## src/rtl/cp0_exc_unit_pkg.sv

```systemverilog
// Coprocessor-0 shared definitions: register indices, exception codes and
// Status/Cause field positions.
package cp0_pkg;

  localparam logic [4:0] REG_STATUS = 5'd12;
  localparam logic [4:0] REG_CAUSE  = 5'd13;
  localparam logic [4:0] REG_EPC    = 5'd14;

  typedef enum logic [4:0] {
    EXC_INT = 5'd0,
    EXC_SYS = 5'd8,
    EXC_RI  = 5'd10,
    EXC_OV  = 5'd12
  } exc_code_e;

  localparam int unsigned STATUS_IE     = 0;
  localparam int unsigned STATUS_EXL    = 1;
  localparam int unsigned CAUSE_EXC_LSB = 2;
  localparam int unsigned CAUSE_IP_BIT  = 10;

endpackage

```

## src/rtl/cp0_exc_unit_if.sv

```systemverilog
// CPU <-> CP0 signal bundle; the CPU side is the master, CP0 the slave.
interface cp0_exc_unit_if;
  logic [31:0] pc;
  logic        v;
  logic        ov_en;
  logic        sys;
  logic        unimpl;
  logic        intr;
  logic        mtc0;
  logic        mfc0;
  logic        eret;
  logic [4:0]  sel;
  logic [31:0] wdata;
  logic [31:0] rdata;
  logic        redirect;
  logic [31:0] redirect_pc;
  logic        kill;
  logic        inta;

  modport master (
    output pc, v, ov_en, sys, unimpl, intr, mtc0, mfc0, eret, sel, wdata,
    input  rdata, redirect, redirect_pc, kill, inta
  );

  modport slave (
    input  pc, v, ov_en, sys, unimpl, intr, mtc0, mfc0, eret, sel, wdata,
    output rdata, redirect, redirect_pc, kill, inta
  );
endinterface

```

## src/rtl/cp0_exc_unit_int_sync.sv

```systemverilog
// Flop-chain synchronizer for the asynchronous interrupt level.
module int_sync #(
  parameter int unsigned STAGES = 2
) (
  input  logic clk,
  input  logic clrn,
  input  logic d,
  output logic q
);
  logic [STAGES-1:0] chain;

  always_ff @(posedge clk or negedge clrn) begin
    if (!clrn) chain <= '0;
    else       chain <= {chain[STAGES-2:0], d};
  end

  assign q = chain[STAGES-1];
endmodule

```

## src/rtl/cp0_exc_unit.sv

```systemverilog
// CP0 exception/interrupt unit: Status/Cause/EPC, priority encoding of
// exception sources, redirect target selection and instruction kill.
module cp0_exc_unit
  import cp0_pkg::*;
#(
  parameter logic [31:0] EXC_BASE    = 32'h0000_0008,
  parameter int unsigned SYNC_STAGES = 2
) (
  input  logic               clk,
  input  logic               clrn,
  cp0_exc_unit_if.slave      bus
);
  logic        ie, exl, ip;
  exc_code_e   exc_code;
  logic [31:0] epc;

  logic        ovf, exc_take, int_req, take;
  exc_code_e   take_code;

  int_sync #(.STAGES(SYNC_STAGES)) u_int_sync (
    .clk  (clk),
    .clrn (clrn),
    .d    (bus.intr),
    .q    (ip)
  );

  assign ovf      = bus.v & bus.ov_en;
  assign exc_take = bus.unimpl | bus.sys | ovf;
  // Uses registered Status only, so a same-cycle mtc0 cannot enable a take.
  assign int_req  = ip & ie & ~exl;
  assign take     = exc_take | int_req;

  always_comb begin
    take_code = EXC_INT;
    if      (bus.unimpl) take_code = EXC_RI;
    else if (bus.sys)    take_code = EXC_SYS;
    else if (ovf)        take_code = EXC_OV;
  end

  // Outputs gated by clrn so nothing escapes while reset is held.
  assign bus.redirect    = clrn & (take | bus.eret);
  assign bus.redirect_pc = take ? EXC_BASE : epc;
  assign bus.kill        = clrn & take;
  assign bus.inta        = clrn & int_req & ~exc_take;

  always_ff @(posedge clk or negedge clrn) begin
    if (!clrn) begin
      ie       <= 1'b0;
      exl      <= 1'b0;
      exc_code <= EXC_INT;
      epc      <= '0;
    end else if (take) begin
      epc      <= bus.pc;
      exc_code <= take_code;
      exl      <= 1'b1;
    end else begin
      if (bus.mtc0) begin
        case (bus.sel)
          REG_STATUS: begin
            ie  <= bus.wdata[STATUS_IE];
            exl <= bus.wdata[STATUS_EXL];
          end
          REG_EPC: epc <= bus.wdata;
          default: ;
        endcase
      end
      if (bus.eret) exl <= 1'b0;
    end
  end

  always_comb begin
    bus.rdata = '0;
    case (bus.sel)
      REG_STATUS: begin
        bus.rdata[STATUS_IE]  = ie;
        bus.rdata[STATUS_EXL] = exl;
      end
      REG_CAUSE: begin
        bus.rdata[CAUSE_EXC_LSB +: 5] = exc_code;
        bus.rdata[CAUSE_IP_BIT]       = ip;
      end
      REG_EPC: bus.rdata = epc;
      default: ;
    endcase
  end

  // rdata is always driven; the read strobe carries no extra meaning here.
  logic unused_mfc0;
  assign unused_mfc0 = bus.mfc0;

endmodule

```

## src/flat_wrapper.sv

```systemverilog
// flat-port wrapper written by rule: the top's interface ports become plain ports
module cp0_exc_unit_flat import cp0_pkg::*;
#(
  parameter logic [31:0] EXC_BASE    = 32'h0000_0008,
  parameter int unsigned SYNC_STAGES = 2
)
  (clk, clrn, bus_pc, bus_v, bus_ov_en, bus_sys, bus_unimpl, bus_intr, bus_mtc0, bus_mfc0, bus_eret, bus_sel, bus_wdata, bus_rdata, bus_redirect, bus_redirect_pc, bus_kill, bus_inta);
  cp0_exc_unit_if bus_i ();
  input  logic clk;
  input  logic clrn;
  input wire logic [$bits(bus_i.pc)-1:0] bus_pc;
  input wire logic [$bits(bus_i.v)-1:0] bus_v;
  input wire logic [$bits(bus_i.ov_en)-1:0] bus_ov_en;
  input wire logic [$bits(bus_i.sys)-1:0] bus_sys;
  input wire logic [$bits(bus_i.unimpl)-1:0] bus_unimpl;
  input wire logic [$bits(bus_i.intr)-1:0] bus_intr;
  input wire logic [$bits(bus_i.mtc0)-1:0] bus_mtc0;
  input wire logic [$bits(bus_i.mfc0)-1:0] bus_mfc0;
  input wire logic [$bits(bus_i.eret)-1:0] bus_eret;
  input wire logic [$bits(bus_i.sel)-1:0] bus_sel;
  input wire logic [$bits(bus_i.wdata)-1:0] bus_wdata;
  output wire logic [$bits(bus_i.rdata)-1:0] bus_rdata;
  output wire logic [$bits(bus_i.redirect)-1:0] bus_redirect;
  output wire logic [$bits(bus_i.redirect_pc)-1:0] bus_redirect_pc;
  output wire logic [$bits(bus_i.kill)-1:0] bus_kill;
  output wire logic [$bits(bus_i.inta)-1:0] bus_inta;
  assign bus_i.pc = bus_pc;
  assign bus_i.v = bus_v;
  assign bus_i.ov_en = bus_ov_en;
  assign bus_i.sys = bus_sys;
  assign bus_i.unimpl = bus_unimpl;
  assign bus_i.intr = bus_intr;
  assign bus_i.mtc0 = bus_mtc0;
  assign bus_i.mfc0 = bus_mfc0;
  assign bus_i.eret = bus_eret;
  assign bus_i.sel = bus_sel;
  assign bus_i.wdata = bus_wdata;
  assign bus_rdata = bus_i.rdata;
  assign bus_redirect = bus_i.redirect;
  assign bus_redirect_pc = bus_i.redirect_pc;
  assign bus_kill = bus_i.kill;
  assign bus_inta = bus_i.inta;
  cp0_exc_unit #(.EXC_BASE(EXC_BASE), .SYNC_STAGES(SYNC_STAGES)) u_core (.clk(clk), .clrn(clrn), .bus(bus_i));
endmodule
```

## config.mk

```make
export PLATFORM = sky130hd
export DESIGN_NAME = cp0_exc_unit_flat
export DESIGN_NICKNAME = d
export VERILOG_FILES = /design/src/rtl/cp0_exc_unit_pkg.sv /design/src/rtl/cp0_exc_unit_if.sv /design/src/rtl/cp0_exc_unit_int_sync.sv /design/src/rtl/cp0_exc_unit.sv /design/src/flat_wrapper.sv
export SDC_FILE = /design/constraint.sdc
export NUM_CORES = 1
export LEC_CHECK = 0
export CAP_MARGIN = 5
export CORE_MARGIN = 8
export CORE_UTILIZATION = 34
export DETAILED_ROUTE_END_ITERATION = 12
export MAX_ROUTING_LAYER = met4
export PLACE_DENSITY = 0.88
export SLEW_MARGIN = 20
export SYNTH_ARGS = -nofsm -noshare
export SYNTH_HDL_FRONTEND = slang
export SYNTH_SLANG_ARGS = --single-unit
```

## constraint.sdc

```tcl
create_clock -name clk -period 1.5 [get_ports clk]
set_clock_uncertainty 0.2 [all_clocks]
set_input_delay 0.3 -clock clk [delete_from_list [all_inputs] [get_ports clk]]
set_output_delay 0.3 -clock clk [all_outputs]
set_load 0.05 [all_outputs]
```

==> impl_metrics.yaml, run 1 <==
timing:
  fmax_mhz: 509.1
  final_setup_fails: 91
  final.min_clock_period_ns: 1.964
  layout_worst_path_cycle_share_pct: 130.9
  worstMarginPinSlew_ns: 0.3782
  final_hold_viol_count: 0
  post-route-worst-setup-slack_ns: -0.4642
  maxSlewHeadroom_pct: 74.52
  fin_tns_setup_ns: -27.81
  rsz0062_at_grt: "true"
  final-max-slew-violation-count: 0
synthesis:
  ys.flop_type: "dfrtp_1"
  synth-edff-count: 0
  postSynthRegisterBits: 39
  synthDominantAreaCellType: "dfrtp_1"
  top_area_cells_in_the_synthesized_netlist: "dfrtp_1, a31oi_1, and3_1"
  netlist_area_um2: 2456
  mappedNetlistNets: 375
  synth_warnings: 0
  synth_top_cells_by_count: "dfrtp_1, nand3_1, a21oi_1, a31oi_1, o21ai_0"
  synth_top_area_share_pct: 39.74
  syn_inst: 296
  synth_area_per_cell_um2: 8.298
  synth_most_common_cell: "dfrtp_1"
  ys_seq_area_share_pct: 39.74
  share_of_flip_flops_with_an_asynchronous_set_or_reset_after_synthesis_pct: 100.0
  synth.lib_cells_used.distinct: 31
global_route:
  grt_max_degree: 33
  grt_first_pass_wirelength_mm: 18.98
  grt.busiest_layer: "met2"
  number_of_global_route_vias_before_repair: 3472
  global_route.usage.met1_pct: 25.87
  grt_util_met3_pct: 6.354
  grtUsageTotal_pct: 24.90
  grt_use_met2_pct: 44.68
  overflow_after_grt: 0
  antenna_found_initial: 0
die:
  fp.dieArea_um2: 10200
  core_area_um2: 7137
  floorplan.die.width_um: 101.0
  dieHeight_um: 101.0
  total_i_o_pin_count: 146
  row_count: 31
  floorplan.initialDensity_pct: 34.41
setup_path:
  cp_common_cell: "buf_6"
  critical_path.n_buffers_inverters: 2
  cp_data_required_time_ns: 1.00
  slowest_stage: "dfrtp_1"
  worst-endpoint-arrival_ns: 1.46
  setup.worst_path.class: "register to output port"
  critical_path.cell_chain: "nand3b_4, and2_4, buf_6, a21boi_4, buf_6"
  critPathCaptureType: "output port"
  cp_top_family: "flip-flops"
  slowest_delay_ns: 0.40
  timing.critical_path.fanout_max: 3
  crit_path_start_kind: "register"
layout:
  final_net_count: 547
  finish.utilization_pct: 80.24
  count_of_inserted_antenna_diode_cells: 0
  stdcell_area_um2: 5727
  syn_to_final_growth_pct: 133.2
  drive_above_1_share_pct: 49.04
placement:
  dpl-instance-area_um2: 5134
  portBuffers: 144
  gpl.final_weighted_congestion: 0.8228
  estimated_wirelength_of_the_detail_placed_design_mm: 8.352
status:
  failed_checks: "negative setup slack"
  outcome: "finished, violations left"
cts:
  clkLatencyLatePin_ns: 0.29
  path_clk_slew_ns: 0.08
  cts_tree: "done"
  cts.sink_count: 39
  tritoncts.num_buffers: 5
  cts_root_buffer: "clkbuf_8"
  clock_path_buffers: 2
  h-tree-depth: 2
detailed_routing:
  num_vias: 3189
  drt-vias-per-instance: 5.614
  detail-route-antenna-nets: 0
  drt_first_iter_violations: 234
  total_wirelength_mm: 12.69
  drt-pass1-iter-count: 5
  wl_per_cell_um: 22.34
  drcViolationCount: 0
run:
  maxCapViolations: 0
worst_hold_path:
  min-delay-path-class: "input pin to register"
pwr:
  overall_power_consumption_w: 0.003230
  static-leakage-power_nw: 2.300
  pwr_density_cell_nw_per_um2: 564.1
  max-vdd-ir-drop_v: 0.0003930
## worst paths after layout
check                                      startpoint                          to  slack [ns]  cells after the start
hold reg to reg            u_core.u_int_sync.chain[0]  u_core.u_int_sync.chain[1]        0.15                      0
setup / recovery                           u_core.exl                bus_redirect       -0.46                      5
hold / removal                                bus_sys          u_core.exc_code[2]        0.11                      3
max in group asynchronous                        clrn                   u_core.ie        0.21                      3
setup reg to reg                           u_core.exl               u_core.epc[0]       -0.09                      5
min in group asynchronous                        clrn              u_core.epc[24]        0.57                      3
## cell families (layout without fill, tap and decap cells)
group	Yosys count	in the layout	share of synthesized area, %
buf+inv	37	210	7.743
compound gates	105	105	24.71
mux	3	3	1.274
flops	39	39	39.74
simple gates	112	112	26.54
## power by group
group	switching [W]	internal (W)
clock	0.000370	0.000420
sequential	0.0000804	0.00113
combinational	0.000574	0.000653
total	0.00102	0.00221
## flip-flops by register name, summed over array words and instances, names as in the netlist
name / flops
u_core.epc: 32
u_core.exc_code: 3
u_core.u_int_sync.chain: 2
u_core.exl: 1
u_core.ie: 1
## repair_timing
item	CTS	global route
resized for setup	88	11
cloned	10	0
pin swaps	25	8
setup buffers	7	3
setup endpoints to repair	103	95
hold buffers	1	0
endpoints found under the hold margin	39	0
## worst reg2reg max path, cell delays in order (launching register included)
cell and delay, ns:
dfrtp_1 0.40, nand3b_4 0.20, and2_4 0.17, buf_4 0.15, bufbuf_16 0.27, a31oi_1 0.12
## stage by stage
| stage | hold WS (ns) | worst slack [ns] | instances |
|---|---|---|---|
| 6_report | 0.1129 | -0.4642 | 568 |
| 5_1_grt | 0.1091 | -0.4881 | 568 |
| 4_1_cts | 0.1087 | -0.4719 | 569 |
| 3_5_place_dp | 0.1347 | -0.7392 | 544 |
| 3_3_place_gp | 0.1345 | -0.7360 | 544 |
| 2_1_floorplan | -0.1956 | -0.2193 | 296 |
## cell type report
type	count	area, um2
tap	99	123.9
fill	401	1410
inverter	1	3.754
clock buffer	8	100.1
sequential	39	975.9
timing repair buffer	201	2748
multi-input combinational	220	1775
## routing by layer
layer | up-vias | wire length, um | part of all wire [%]
li1 | 1428 | - | -
met1 | 1535 | 4563 | 36
met2 | 193 | 6679 | 53
met3 | 33 | 1101 | 8.7
met4 | 0 | 346 | 2.7
met5 | - | 0 | 0
## cell usage in the layout, fill, tap and decap left out, types with 7 or more instances in the layout
cell type | synthesis | routed
a21oi_1 | 32 | 29
buf_4 | 7 | 29
o21ai_0 | 32 | 31
dfrtp_1 | 39 | 39
a31oi_1 | 32 | 24
buf_12 | 0 | 70
and2_4 | 0 | 28
and3_4 | 0 | 31
clkbuf_8 | 0 | 7
clkdlybuf4s50_1 | 0 | 66
buf_6 | 1 | 16
nand3_1 | 33 | 33
buf_2 | 14 | 7
Power figures use the tool's default switching activity.
==> inputs of run 2 (changes only) <==
- ABC_AREA: unset -> 1
- CORE_UTILIZATION: 34 -> 35
- PLACE_DENSITY: 0.88 -> 0.89
==> run 2 against run 1 <==
Effect of this change:
- the flow still finishes with violations (negative setup slack)
- cell area rose by 17%
- via count rose by 27%
- wire length rose by 53%
- first-iteration DRC count rose by 38%
- critical path type unchanged
- critical endpoint is now bus_redirect_pc[28]
- core utilization rose by 13 points
- non-clock buffer count rose by 16
==> impl_metrics.yaml, run 2 <==
cts:
  h-tree-depth: 2
  clock_path_buffers: 2
  cts_root_buffer: "clkbuf_8"
  cts.sink_count: 39
  path_clk_slew_ns: 0.10
  clkLatencyLatePin_ns: 0.30
  cts_tree: "done"
  tritoncts.num_buffers: 5
placement:
  estimated_wirelength_of_the_detail_placed_design_mm: 8.798
  place.detailed.instances: 676
  portBuffers: 144
  pre_cts_ws_ns: -0.7671
  gpl.final_weighted_congestion: 0.8466
setup_path:
  setup.worst_path.class: "register to output port"
  critPathCaptureType: "output port"
  critical_path.cell_chain: "inv_2, nand3_4, nand3_4, buf_12, buf_16, nor2_4, buf_12"
  timing.critical_path.fanout_max: 4
  slowest_stage: "dfrtp_1"
  cp_data_required_time_ns: 1.00
  slowest_delay_ns: 0.43
  worst-r2r-setup-slack_ns: -0.46
  worst-endpoint-arrival_ns: 1.69
  crit_path_start_kind: "register"
synthesis:
  share_of_flip_flops_with_an_asynchronous_set_or_reset_after_synthesis_pct: 100.0
  synth_top_cells_by_count: "nand2_1, inv_1, nor2_1"
  ys_seq_area_share_pct: 38.20
  synth-edff-count: 0
  synth_top_area_share_pct: 38.20
  synthDominantAreaCellType: "dfrtp_1"
  synth_warnings: 0
  netlist_area_um2: 2555
  top_area_cells_in_the_synthesized_netlist: "dfrtp_1, nand2_1, inv_1"
  synth_most_common_cell: "nand2_1"
  mappedNetlistNets: 501
  postSynthRegisterBits: 39
  syn_inst: 422
  ys.flop_type: "dfrtp_1"
  synth.lib_cells_used.distinct: 20
  synth_area_per_cell_um2: 6.054
detailed_routing:
  total_wirelength_mm: 19.37
  drcViolationCount: 0
  drt_first_iter_violations: 322
  drt-pass1-iter-count: 7
  wl_per_cell_um: 26.57
  detail-route-antenna-nets: 0
  num_vias: 4037
  drt-vias-per-instance: 5.538
pwr:
  pwr_density_cell_nw_per_um2: 568.6
  max-vdd-ir-drop_v: 0.0004522
  overall_power_consumption_w: 0.003795
  static-leakage-power_nw: 3.179
global_route:
  antenna_found_initial: 1
  grt_max_degree: 40
  overflow_after_grt: 0
  grtUsageTotal_pct: 29.94
  grt_first_pass_wirelength_mm: 22.79
  number_of_global_route_vias_before_repair: 4141
layout:
  top_flop_regs: "u_core.epc: 32 flops, u_core.exc_code: 3 flops, u_core.u_int_sync.chain: 2 flops"
  top_reg_by_flops: "u_core.epc"
  mostFrequentLayoutCell: "inv_1"
  most_used_cells_in_the_layout_excluding_fill_and_tap_cells: "inv_1, nand2_1, buf_12"
  number_of_flip_flops_in_the_largest_register: 32
  final_non_filler_cell_total: 729
  drive_above_1_share_pct: 47.54
  syn_to_final_growth_pct: 161.2
  final_net_count: 707
status:
  failed_checks: "negative setup slack"
  outcome: "finished, violations left"
timing:
  final.min_clock_period_ns: 2.191
  rsz0062_at_grt: "true"
  fmax_mhz: 456.5
  fin_tns_setup_ns: -46.58
  finalHoldWorstSlack_ns: 0.2274
  final_hold_viol_count: 0
  layout_worst_path_cycle_share_pct: 146.1
  final-max-slew-violation-count: 0
  post-route-worst-setup-slack_ns: -0.6908
  worstMarginPinSlew_ns: 0.5611
  maxSlewHeadroom_pct: 62.59
  final_setup_fails: 103
die:
  fp.dieArea_um2: 10290
  floorplan.die.width_um: 101.4
  row_count: 31
  dieHeight_um: 101.4
  total_i_o_pin_count: 146
  floorplan.initialDensity_pct: 35.61
  core_area_um2: 7176
run:
  maxCapViolations: 0
worst_hold_path:
  min-delay-path-class: "register to register"
[run 2: critical path, delay by kind of cell, from the launching register on]
kind | cells | cell delay [ns]
simple gates | 3 | 0.38
buf+inv | 4 | 0.56
flops | 1 | 0.43
[run 2: final timing paths]
check,from,endpoint,cells past startpoint
setup / recovery,u_core.exl,bus_redirect_pc[28],7
hold reg to reg,u_core.u_int_sync.chain[0],u_core.u_int_sync.chain[1],0
max in group asynchronous,clrn,u_core.epc[15],3
setup reg to reg,u_core.u_int_sync.chain[1],u_core.epc[18],10
min in group asynchronous,clrn,u_core.exc_code[3],3
hold / removal,u_core.u_int_sync.chain[0],u_core.u_int_sync.chain[1],0
[run 2: report_power, final]
group	leakage (nW)	internal, W	switching (W)	total (W)
clock network	0.0477	0.000320	0.000436	0.000757
registers	0.454	0.00116	0.000101	0.00126
logic	2.68	0.000781	0.00100	0.00178
[run 2: per-stage QoR]
step                area (um2)  util, %
floorplan                 3283        -
global route              6674    93.01
global placement          5597    77.99
detailed placement        5597    77.99
finish                    6674    93.01
CTS                       6265    87.31
[run 2: layout make-up]
type	instances	area, um2
sequential	39	977.2
multi-input combinational	261	1946
fill	205	501.7
timing repair buffer	217	3136
inverter	104	405.4
clock buffer	5	68.82
antenna	1	2.502
clock inverter	3	15.01
tap	99	123.9
[run 2: repair_timing]
item / CTS / global route
pin swaps: 24 / 21
gates cloned: 10 / 7
endpoints found under the hold margin: 39 / 0
resized for setup: 70 / 78
endpoints found under the setup margin: 103 / 103
buffers inserted: 20 / 15
hold buffers: 1 / 0
[run 2: cells by family (layout without fill, tap and decap cells)]
logic type | count (synthesis) | count (layout) | synth area share, %
AOI/OAI and AO/OA | 10 | 10 | 2.449
other | 0 | 1 | 0
buffers and inverters | 123 | 329 | 19.69
and+or+nand+nor | 250 | 251 | 39.67
DFF | 39 | 39 | 38.20
[run 2: layer usage]
metal  global-route usage, %  vias to the layer above  routed length, um
met4                   16.27                        0               1598
met5                       -                        -                  0
met1                   30.86                     1877               6354
met3                   5.292                      147               1854
met2                   52.99                      378               9560
li1                        -                     1635                  -
==> inputs of run 3 (changes only) <==
- CORE_UTILIZATION: 35 -> 46
- CTS_BUF_LIST: unset -> sky130_fd_sc_hd__clkbuf_2
- DONT_BUFFER_PORTS: unset -> 1
- PLACE_DENSITY: 0.89 -> 0.74
==> run 3 against run 2 <==
Effect of this change:
- the flow now stops in clock tree synthesis
- synthesized cell count did not move
- area after synthesis did not move
==> impl_metrics.yaml, run 3 <==
status:
  outcome: "aborted with a tool error"
  haltStage: "clock tree synthesis"
  firstError: "[ERROR DPL-0038] Utilization greater than 100%, impossible to legalize"
cts:
  postCtsSetupBuffers: 18
  clock_path_buffers: 2
  h-tree-depth: 2
  cts_hold_buf: 72
  cts.sink_count: 39
  cts_repair_resize_count: 61
  tritoncts.num_buffers: 5
  cts_root_buffer: "clkbuf_2"
placement:
  gpl.final_weighted_congestion: 0.8654
  portBuffers: 0
  estimated_wirelength_of_the_detail_placed_design_mm: 8.130
synthesis:
  synth_warnings: 0
  synth-edff-count: 0
  synth_area_per_cell_um2: 6.054
  mappedNetlistNets: 501
  synth_top_area_share_pct: 38.20
  postSynthRegisterBits: 39
  netlist_area_um2: 2555
  share_of_flip_flops_with_an_asynchronous_set_or_reset_after_synthesis_pct: 100.0
  synth_most_common_cell: "nand2_1"
  ys.flop_type: "dfrtp_1"
  ys_seq_area_share_pct: 38.20
  synthDominantAreaCellType: "dfrtp_1"
  synth_top_cells_by_count: "nand2_1, inv_1, nor2_1"
  synth.lib_cells_used.distinct: 20
  syn_inst: 422
  top_area_cells_in_the_synthesized_netlist: "dfrtp_1, nand2_1, inv_1"
die:
  total_i_o_pin_count: 146
  dieHeight_um: 90.53
  floorplan.die.width_um: 90.53
  row_count: 27
  floorplan.initialDensity_pct: 46.97
run 3: cells by family after synthesis:
| logic type | share of synthesized area, % |
|---|---|
| and+or+nand+nor | 39.67 |
| AOI/OAI and AO/OA | 2.449 |
| buffers and inverters | 19.69 |
| DFF | 38.20 |
run 3: through the flow:
stage | util [%] | cells | setup WS [ns] | setup TNS, ns | area [um2]
2_1_floorplan | - | 422 | -0.2004 | -7.037 | 3283
3_3_place_gp | 87.05 | 567 | -0.1117 | -5.978 | 4735
3_5_place_dp | 87.05 | 567 | -0.1875 | -9.927 | 4735
==> inputs of run 4 (changes only) <==
- CORE_UTILIZATION: 46 -> 31
- CTS_BUF_LIST: sky130_fd_sc_hd__clkbuf_2 -> unset
- MAX_ROUTING_LAYER: met4 -> unset
- PLACE_DENSITY: 0.74 -> unset
- PLACE_DENSITY_LB_ADDON: unset -> 0.15
- clock period: 1.5 -> 2 ns (I/O delays scaled with it)
==> run 4 against run 3 <==
Effect of this change:
- the flow now finishes, with violations (negative setup slack)
==> impl_metrics.yaml, run 4 (synthesized netlist as in run 2, its figures left out) <==
cts:
  path_clk_slew_ns: 0.08
  clock_path_buffers: 2
  cts_root_buffer: "clkbuf_8"
  clkLatencyLatePin_ns: 0.29
  cts_tree: "done"
  h-tree-depth: 2
  cts.sink_count: 39
  tritoncts.num_buffers: 5
die:
  core_area_um2: 8093
  total_i_o_pin_count: 146
  fp.dieArea_um2: 11400
  floorplan.initialDensity_pct: 31.57
  floorplan.die.width_um: 106.8
  row_count: 33
  dieHeight_um: 106.8
detailed_routing:
  drt_first_iter_violations: 84
  total_wirelength_mm: 8.524
  detail-route-antenna-nets: 0
  drt-pass1-iter-count: 5
  drt-vias-per-instance: 4.415
  wl_per_cell_um: 14.00
  drcViolationCount: 0
  num_vias: 2689
setup_path:
  worst-endpoint-arrival_ns: 1.49
  crit_path_start_kind: "register"
  reg2reg_depth: 10
  crit-reg2reg-capture: "u_core.epc[30]"
  setup.worst_path.class: "register to output port"
  worst_r2r_startpoint: "u_core.u_int_sync.chain[1]"
  worst-r2r-setup-slack_ns: 0.10
  timing.critical_path.fanout_max: 9
  cp_data_required_time_ns: 1.40
  critPathCaptureType: "output port"
pwr:
  static-leakage-power_nw: 2.261
  max-vdd-ir-drop_v: 0.0002334
  pwr_density_cell_nw_per_um2: 556.6
placement:
  estimated_wirelength_of_the_detail_placed_design_mm: 6.035
  portBuffers: 0
  gpl.final_weighted_congestion: 0.7943
  place.detailed.instances: 587
layout:
  mostFrequentLayoutCell: "nand2_1"
  final_net_count: 582
  drive_above_1_share_pct: 28.77
  syn_to_final_growth_pct: 52.15
  final_non_filler_cell_total: 609
  top_reg_by_flops: "u_core.epc"
  most_used_cells_in_the_layout_excluding_fill_and_tap_cells: "nand2_1, inv_1, buf_4"
  number_of_flip_flops_in_the_largest_register: 32
  finish.utilization_pct: 48.04
  count_of_inserted_antenna_diode_cells: 0
  top_flop_regs: "u_core.epc: 32 flops, u_core.exc_code: 3 flops, u_core.u_int_sync.chain: 2 flops"
run:
  maxCapViolations: 0
global_route:
  global_route.usage.met1_pct: 18.11
  antenna_found_initial: 1
  grt_util_met3_pct: 3.299
  grt_max_degree: 40
  number_of_global_route_vias_before_repair: 2711
  overflow_after_grt: 0
  grt.busiest_layer: "met2"
  grt_use_met2_pct: 24.20
  grtUsageTotal_pct: 14.51
  grt_first_pass_wirelength_mm: 13.32
status:
  failed_checks: "negative setup slack"
  outcome: "finished, violations left"
worst_hold_path:
  holdPathEnd: "u_core.exc_code[2]"
  timing.hold.worst_path_depth: 1
  worst_hold_launch: "bus_unimpl"
  min-delay-path-class: "input pin to register"
timing:
  rsz0062_at_grt: "true"
  fmax_mhz: 479.4
  maxSlewHeadroom_pct: 80.82
  layout_worst_path_cycle_share_pct: 104.3
  final_setup_fails: 31
  worstMarginPinSlew_ns: 0.2868
  final.min_clock_period_ns: 2.086
  final-max-slew-violation-count: 0
  post-route-worst-setup-slack_ns: -0.08583
  fin_tns_setup_ns: -1.144
  final_hold_viol_count: 0
[run 4: how the worst max path moves through the flow]
stage                               startpoint                  end  cells after the start
floorplan                           bus_sel[0]         bus_rdata[2]                      4
global placement                    u_core.exl         bus_redirect                      7
detailed placement                  u_core.exl         bus_redirect                      7
CTS                 u_core.u_int_sync.chain[1]  bus_redirect_pc[21]                      5
global route                        u_core.exl         bus_redirect                      7
finish                              u_core.exl         bus_redirect                      7
[run 4: layer usage]
metal	vias to the layer above	wire, um
met4	2	68
met5	-	13
li1	1373	-
met2	86	4291
met3	6	556
met1	1222	3595
[run 4: critical path, stage by stage, from the launching register on]
cell and delay (ns):
dfrtp_1 0.39, inv_2 0.08, nand3_4 0.08, nand3_4 0.15
buf_12 0.16, nor2_2 0.05, nor2_2 0.14, buf_12 0.16
[run 4: layout make-up]
cell class / instances / area, um2
Timing Repair Buffer: 93 / 1005
Sequential cell: 39 / 975.9
Multi-Input combinational cell: 260 / 1284
Inverter: 104 / 391.6
Tap cell: 105 / 131.4
Clock buffer: 8 / 100.1
Fill cell: 859 / 4205
[run 4: repair_timing]
action	in CTS	in global routing
hold buffers	3	0
setup endpoints to repair	32	35
gates resized for setup	34	26
cloned	2	1
pin swaps	2	1
hold endpoints to repair	40	0
buffers inserted	4	4
[run 4: stage by stage]
step           power (W)  cell area (um2)  worst slack [ns]  hold WS (ns)
2_1_floorplan   0.001322             2630           -0.2269      -0.09559
3_3_place_gp    0.001480             3373           0.09899      -0.09414
3_5_place_dp    0.001486             3373           0.08111      -0.09433
4_1_cts         0.002164             3727           -0.1045       0.01424
5_1_grt         0.002312             3887           -0.1571       0.02929
6_report        0.002164             3887          -0.08583       0.02373
[run 4: power by group]
part | total, W | internal [W] | leakage, nW | switching [W]
Sequential | 0.000906 | 0.000866 | 0.455 | 0.0000400
Clock | 0.000582 | 0.000315 | 0.0515 | 0.000267
Combinational | 0.000675 | 0.000240 | 1.75 | 0.000436
Total | 0.00216 | 0.00142 | 2.26 | 0.000743
